### config.mk
export PLATFORM = sky130hd
export DESIGN_NAME = filter_test_harness
export DESIGN_NICKNAME = d
export VERILOG_FILES = /design/src/rtl/filter_harness_pkg.sv /design/src/rtl/harness_sink.sv /design/src/rtl/filter_test_harness.sv
export SDC_FILE = /design/constraint.sdc
export NUM_CORES = 1
export LEC_CHECK = 0
export BUFFER_PORTS_ARGS = -buffer_cell sky130_fd_sc_hd__buf_2
export CAP_MARGIN = 20
export CORE_ASPECT_RATIO = 0.9
export CORE_UTILIZATION = 60
export DETAILED_ROUTE_END_ITERATION = 16
export PLACE_DENSITY = 0.87
export SYNTH_ARGS = -nofsm -noshare
export SYNTH_HDL_FRONTEND = slang
export SYNTH_SLANG_ARGS = --single-unit
### constraint.sdc
create_clock -name clock -period 8.24 [get_ports clock]
set_clock_uncertainty 0.05 [all_clocks]
set_input_delay 1.648 -clock clock [delete_from_list [all_inputs] [get_ports clock]]
set_output_delay 1.648 -clock clock [all_outputs]
set_load 0.02 [all_outputs]
### src/rtl/filter_harness_pkg.sv
// Shared definitions for the filter test harness: sample width, FSM state
// encoding and the default biquad coefficients (a lowpass section).
package filter_harness_pkg;

  localparam int NB = 12;

  localparam int DEF_B0 = 205;
  localparam int DEF_B1 = 410;
  localparam int DEF_B2 = 205;
  localparam int DEF_A1 = -1300;
  localparam int DEF_A2 = 500;

  typedef enum logic [1:0] {
    IDLE  = 2'd0,
    SEND  = 2'd1,
    DRAIN = 2'd2,
    DONE  = 2'd3
  } state_t;

endpackage

### src/rtl/harness_sink.sv
// Response sink: counts accepted filter outputs and keeps a running 16-bit
// checksum of them. Accepts on every vIn cycle regardless of harness state.
module harness_sink #(
  parameter int NB = filter_harness_pkg::NB
) (
  input  logic          clock,
  input  logic          reset,
  input  logic          vIn,
  input  logic [NB-1:0] dIn,
  output logic [15:0]   rx_count,
  output logic [15:0]   rx_checksum
);

  // Accumulate count and zero-extended sum of accepted samples, both mod 2^16.
  always_ff @(posedge clock or posedge reset) begin
    if (reset) begin
      rx_count    <= '0;
      rx_checksum <= '0;
    end else if (vIn) begin
      rx_count    <= rx_count + 16'd1;
      rx_checksum <= rx_checksum + 16'(dIn);
    end
  end

endmodule

### src/rtl/filter_test_harness.sv
// Stimulus/response harness for a filter under test. Sends a sawtooth of
// NUM_SAMPLES samples after START_DELAY idle cycles, waits DRAIN_CYCLES,
// then raises a sticky end_sim. Optional macro VIN_GAP_EN drops vOut on
// every 4th SEND cycle (sample index held) to exercise a gapped stream.
//
// state | meaning
// IDLE  | post-reset delay of START_DELAY cycles
// SEND  | one sawtooth sample per cycle on vOut/dOut
// DRAIN | DRAIN_CYCLES cycles waiting for filter latency to flush
// DONE  | end_sim held high until reset
module filter_test_harness #(
  parameter int NB           = filter_harness_pkg::NB,
  parameter int NUM_SAMPLES  = 64,
  parameter int STEP         = 64,
  parameter int START_DELAY  = 4,
  parameter int DRAIN_CYCLES = 16,
  parameter logic signed [NB-1:0] B0 = NB'(filter_harness_pkg::DEF_B0),
  parameter logic signed [NB-1:0] B1 = NB'(filter_harness_pkg::DEF_B1),
  parameter logic signed [NB-1:0] B2 = NB'(filter_harness_pkg::DEF_B2),
  parameter logic signed [NB-1:0] A1 = NB'(filter_harness_pkg::DEF_A1),
  parameter logic signed [NB-1:0] A2 = NB'(filter_harness_pkg::DEF_A2)
) (
  input  logic            clock,
  input  logic            reset,
  output logic            vOut,
  output logic [NB-1:0]   dOut,
  output logic [3*NB-1:0] b,
  output logic [2*NB-1:0] a,
  input  logic            vIn,
  input  logic [NB-1:0]   dIn,
  output logic            end_sim,
  output logic [15:0]     rx_count,
  output logic [15:0]     rx_checksum
);

  import filter_harness_pkg::*;

  localparam logic [NB-1:0] STEP_NB    = NB'(STEP);
  localparam logic [15:0]   DELAY_LAST = 16'(START_DELAY - 1);
  localparam logic [15:0]   NUM_LAST   = 16'(NUM_SAMPLES);
  localparam logic [15:0]   DRAIN_LAST = 16'(DRAIN_CYCLES - 1);

  state_t      state;
  logic [15:0] delay_cnt;
  logic [15:0] sent_cnt;
  logic [15:0] drain_cnt;
`ifdef VIN_GAP_EN
  logic [1:0]  gap_phase;
`endif

  // Coefficients are static wiring, independent of reset and state.
  assign b = {B2, B1, B0};
  assign a = {A2, A1};

  // Sequencer: delay, sawtooth send, drain down-count, sticky done.
  always_ff @(posedge clock or posedge reset) begin
    if (reset) begin
      state     <= IDLE;
      delay_cnt <= '0;
      sent_cnt  <= '0;
      drain_cnt <= '0;
      vOut      <= 1'b0;
      dOut      <= '0;
      end_sim   <= 1'b0;
`ifdef VIN_GAP_EN
      gap_phase <= '0;
`endif
    end else begin
      case (state)
        IDLE: begin
          if (delay_cnt == DELAY_LAST) begin
            state    <= SEND;
            vOut     <= 1'b1;
            dOut     <= '0;
            sent_cnt <= 16'd1;
`ifdef VIN_GAP_EN
            gap_phase <= '0;
`endif
          end else begin
            delay_cnt <= delay_cnt + 16'd1;
          end
        end
        SEND: begin
          if (sent_cnt == NUM_LAST) begin
            // dOut deliberately keeps the last sample through DRAIN/DONE
            state     <= DRAIN;
            vOut      <= 1'b0;
            drain_cnt <= DRAIN_LAST;
`ifdef VIN_GAP_EN
          end else if (gap_phase == 2'd2) begin
            vOut      <= 1'b0;
            gap_phase <= gap_phase + 2'd1;
`endif
          end else begin
            vOut     <= 1'b1;
            dOut     <= dOut + STEP_NB;
            sent_cnt <= sent_cnt + 16'd1;
`ifdef VIN_GAP_EN
            gap_phase <= gap_phase + 2'd1;
`endif
          end
        end
        DRAIN: begin
          if (drain_cnt == 16'd0) begin
            state   <= DONE;
            end_sim <= 1'b1;
          end else begin
            drain_cnt <= drain_cnt - 16'd1;
          end
        end
        DONE: begin
          end_sim <= 1'b1;
        end
        default: state <= IDLE;
      endcase
    end
  end

  harness_sink #(
    .NB(NB)
  ) u_sink (
    .clock       (clock),
    .reset       (reset),
    .vIn         (vIn),
    .dIn         (dIn),
    .rx_count    (rx_count),
    .rx_checksum (rx_checksum)
  );

endmodule

==> metrics.csv <==
stage,metric,value,unit
run_status,status,completed,
place,Post-DP HPWL,7910,µm
global_route,largest net degree at the start of global routing,64,
floorplan,Die H,93.8,µm
detailed_routing,post-route ant nets,0,
logic_synthesis,post-synthesis compound-gate area fraction,0.121,
logic_synthesis,top_reg_cell synth,dfrtp_1,
floorplan,I/O pin cnt,121,
logic_synthesis,Post-synth EDFFs,0,
global_route,grt peak-use layer,met2,
worst_setup_path,CP Launch Type,primary input,
logic_synthesis,main combinational cell family by area after synthesis,simple AND/OR/NAND/NOR gates,
logic_synthesis,Cells after Synth,576,
clocking,number of cells upsized or downsized after cts,0,
place,IO Port Bufs,54,
floorplan,Starting Density,0.619,
pwr,Clk pwr share,0.256,
place,GP Congestion,0.884,
clocking,Post CTS Setup Buffer Count,0,
worst_setup_path,"CP delay by family, top",compound AO/OA/AOI/OAI gates,
hold_path,min-delay src,u_sink.rx_count[15],
hold_path,Hold Path Sink,u_sink.rx_count[15],
logic_synthesis,Post-Synth XOR/XNOR Area,0.0608,
global_route,GR Util met3,0.0485,
logic_synthesis,Netlist cell types,58,
clocking,clock-pin slew on the worst setup and hold paths,90,ps
sta,crit path time final,3590,ps
worst_setup_path,FF-to-FF setup slack,5180,ps
finish,ant diodes,0,
finish,Layout area overhead,6.64,%
finish,design area,0.00599,mm²
sta,setup TNS,0,ps
floorplan,die area,0.00976,mm²
worst_setup_path,Worst Path Required,8440,ps
clocking,clock latency on the worst-skew pair,360,ps
detailed_routing,Via Count,4349,
finish,fin nets,663,
floorplan,core area,0.00908,mm²
pwr,pwr dens,244,mW/mm²
finish,ratio of cells with drive above 1 in the final layout,0.162,
detailed_routing,mean routed wirelength per cell,14.8,µm
detailed_routing,final wirelength,11100,µm
worst_setup_path,reg-to-reg startpoint,state[1],
sta,Slew HR,0.382,
place,Post-DP Area,0.00574,mm²
clocking,TritonCTS buffer count,9,
sta,max frequency,0.279,GHz
detailed_routing,Vias/cell,5.79,
sta,fin. max-slew vios,0,
job,maxcap violations,0,
sta,endpoints failing hold,0,
clocking,clock buffer depth,2,
sta,Tightest Pin Transition,925,ps
worst_setup_path,Setup crit end kind,register,
pwr,sequential power share,0.386,
floorplan,die width,104,µm
hold_path,hold crit path type,reg -> reg,
clocking,TritonCTS Sinks,90,
clocking,CTS tree,done,
global_route,met1 Use GR,0.298,
worst_setup_path,crit path kind,in -> reg,
clocking,clock root cell,clkbuf_8,
worst_setup_path,crit-path cells,buf_2 > ha_1 > fa_1 > a21o_1 > a221oi_1 > o21ai_0 > xor2_1 > mux2_2,
worst_setup_path,crit path max fanout,3,
pwr,Psw,0.000531,W
clocking,Post-CTS Hold Fix Bufs,0,
logic_synthesis,syn avg cell area,9.76,µm²
worst_setup_path,Slowest Stage Delay on Critical Path,500,ps
worst_setup_path,Worst R2R End,drain_cnt[12],
pwr,Peak supply drop,135,µV
worst_setup_path,critical path's slowest cell,a221oi_1,
hold_path,hold depth,1,
pwr,sw frac,0.363,
detailed_routing,1st-iter DRT viols,148,
detailed_routing,Detailed Routing Iterations Pass 1,4,
logic_synthesis,mux share of post-synthesis cell area,0.0430,
global_route,M2 GR Usage,0.414,
sta,final period utilization,0.435,
pwr,static leakage,2.85,nW
worst_setup_path,Buf/Inv on CP,1,
logic_synthesis,simple-gate share of the synthesized area,0.209,
logic_synthesis,Post-Syn Area,0.00562,mm²
pwr,part of the power in combinational logic,0.358,
worst_setup_path,cell count of the worst reg-to-reg path,7,
global_route,first-pass GRT wire length,18800,µm
logic_synthesis,asr flop ratio synth,1.00,
global_route,GRT overflow,0,
global_route,initial antenna violation count,0,
worst_setup_path,WP data arrival,3790,ps
finish,FILL cells,708,
logic_synthesis,Yosys reg bits,90,
sta,RSZ-0062 raised after global routing,no,
logic_synthesis,adder-cell share of the synthesized area,0.0548,
detailed_routing,Post-route DRC,0,
floorplan,FP Rows,33,
clocking,H-Tree Level Count,3,
global_route,vias in the first global route,4106,
logic_synthesis,Yosys warning total,0,
global_route,GRT Overall Usage,0.237,
pwr,Int Pwr,0.000930,W
logic_synthesis,register area share after synthesis,0.401,
sta,Finish-stage setup viols,0,
==> cells in the final DEF (no fill, tap or decap), types with 3 or more instances in the layout <==
cell type | netlist | layout
a21o_1 | 6 | 6
ha_1 | 23 | 23
nand2_1 | 35 | 35
clkbuf_8 | 0 | 11
nand3_1 | 28 | 28
a21oi_1 | 37 | 37
inv_1 | 14 | 13
dfrtp_1 | 90 | 90
or4_2 | 3 | 3
o21ai_0 | 16 | 16
bufinv_16 | 0 | 3
and4_1 | 6 | 6
nand4_1 | 14 | 14
xor2_1 | 13 | 13
nor3b_1 | 3 | 3
conb_1 | 2 | 66
nor4_1 | 14 | 14
nor2b_1 | 3 | 3
nor2_1 | 10 | 10
and3_1 | 12 | 12
or4_1 | 16 | 16
mux2_2 | 13 | 13
o31ai_1 | 16 | 16
and2_1 | 7 | 7
buf_2 | 3 | 54
nor3_1 | 10 | 10
nand2b_1 | 11 | 11
or3_1 | 9 | 9
mux2i_1 | 8 | 7
or4_4 | 4 | 4
o211ai_1 | 8 | 8
xnor2_1 | 26 | 26
==> synthesized netlist by cell type (3+ instances only) <==
cell type | instances | area, µm²
or4_2 | 3 | 26.3
nand3_1 | 28 | 140
or3_1 | 9 | 56.3
nor3_1 | 10 | 50.1
and4_1 | 6 | 52.6
xnor2_1 | 26 | 228
and2_1 | 7 | 43.8
ha_1 | 23 | 288
nand2_1 | 35 | 131
a21oi_1 | 37 | 185
nand4_1 | 14 | 87.6
nor3b_1 | 3 | 22.5
clkbuf_1 | 12 | 45.0
o21ai_0 | 16 | 80.1
and3_1 | 12 | 75.1
nor2b_1 | 3 | 18.8
nand2b_1 | 11 | 68.8
o31ai_1 | 16 | 120
mux2_2 | 13 | 146
buf_2 | 3 | 15.0
a21o_1 | 6 | 45.0
dfrtp_1 | 90 | 2250
mux2i_1 | 8 | 80.1
o211ai_1 | 8 | 60.1
buf_4 | 66 | 495
inv_1 | 14 | 52.6
or4_1 | 16 | 120
nor2_1 | 10 | 37.5
or4_4 | 4 | 45.0
nor4_1 | 14 | 87.6
xor2_1 | 13 | 114
==> how the worst max path moves through the flow <==
stage / end / startpoint / depth (start not counted)
floorplan: dOut[10] / reset / 1
global placement: u_sink.rx_checksum[8] / dIn[0] / 8
detailed placement: u_sink.rx_checksum[8] / dIn[0] / 8
CTS: u_sink.rx_checksum[8] / dIn[0] / 8
global route: u_sink.rx_checksum[8] / dIn[0] / 8
finish: u_sink.rx_checksum[8] / dIn[0] / 8
==> metrics by stage <==
stage	hold slack (ps)	worst slack, ps	total power, W	cells	utilization
after detailed placement	415	4270	0.00109	735	0.632
after CTS	432	4670	0.00146	751	0.660
after global routing	451	4580	0.00154	751	0.660
final	425	4650	0.00146	751	0.660
after global placement	406	4430	0.00106	735	0.632
after floorplan	419	4210	0.000974	640	-
==> area by class of cell <==
| type | count | area (µm²) | area share |
|---|---|---|---|
| clock buffers | 12 | 155 | 0.0259 |
| well taps | 122 | 153 | 0.0255 |
| multi-input cells | 453 | 3000 | 0.500 |
| clock inverters | 4 | 97.6 | 0.0163 |
| repair buffers | 56 | 285 | 0.0476 |
| inverters | 14 | 53.8 | 0.00898 |
| flip-flops and latches | 90 | 2250 | 0.376 |
==> kinds of logic (layout without fill, tap and decap cells) <==
group / count (synthesis) / after routing
AO/OA/AOI/OAI: 105 / 105
adder cells (fa/ha/maj): 24 / 24
buffers and inverters: 97 / 86
other: 2 / 66
flip-flops: 90 / 90
AND/OR/NAND/NOR: 197 / 197
XOR/XNOR: 39 / 39
multiplexers: 22 / 22
==> power groups by stage <==
stage / Combinational [W] / Sequential, W / Clock (W)
floorplan: 0.000346 / 0.000628 / 0
global placement: 0.000490 / 0.000566 / 0
detailed placement: 0.000517 / 0.000570 / 0
CTS: 0.000520 / 0.000561 / 0.000382
global route: 0.000571 / 0.000572 / 0.000400
finish: 0.000523 / 0.000564 / 0.000373
==> sequential cells by signal, indices dropped and copies added (netlist names) <==
signal	cells
delay_cnt	16
vOut	1
sent_cnt	16
u_sink.rx_count	16
drain_cnt	16
end_sim	1
state	2
u_sink.rx_checksum	16
dOut	6
==> worst register-to-register path: stages (launching register included) <==
cell	delay, ps
dfrtp_1	420
inv_1	120
ha_1	390
nor4bb_1	430
and4_1	520
nor2_1	230
or4_2	660
mux2i_1	140
==> metal layers <==
metal | part of all wire | wire length, µm
met2 | 0.48 | 5370
met1 | 0.45 | 5040
met5 | 0 | 0
met4 | 0.014 | 158
met3 | 0.051 | 569
(Power assumes the default switching activity.)
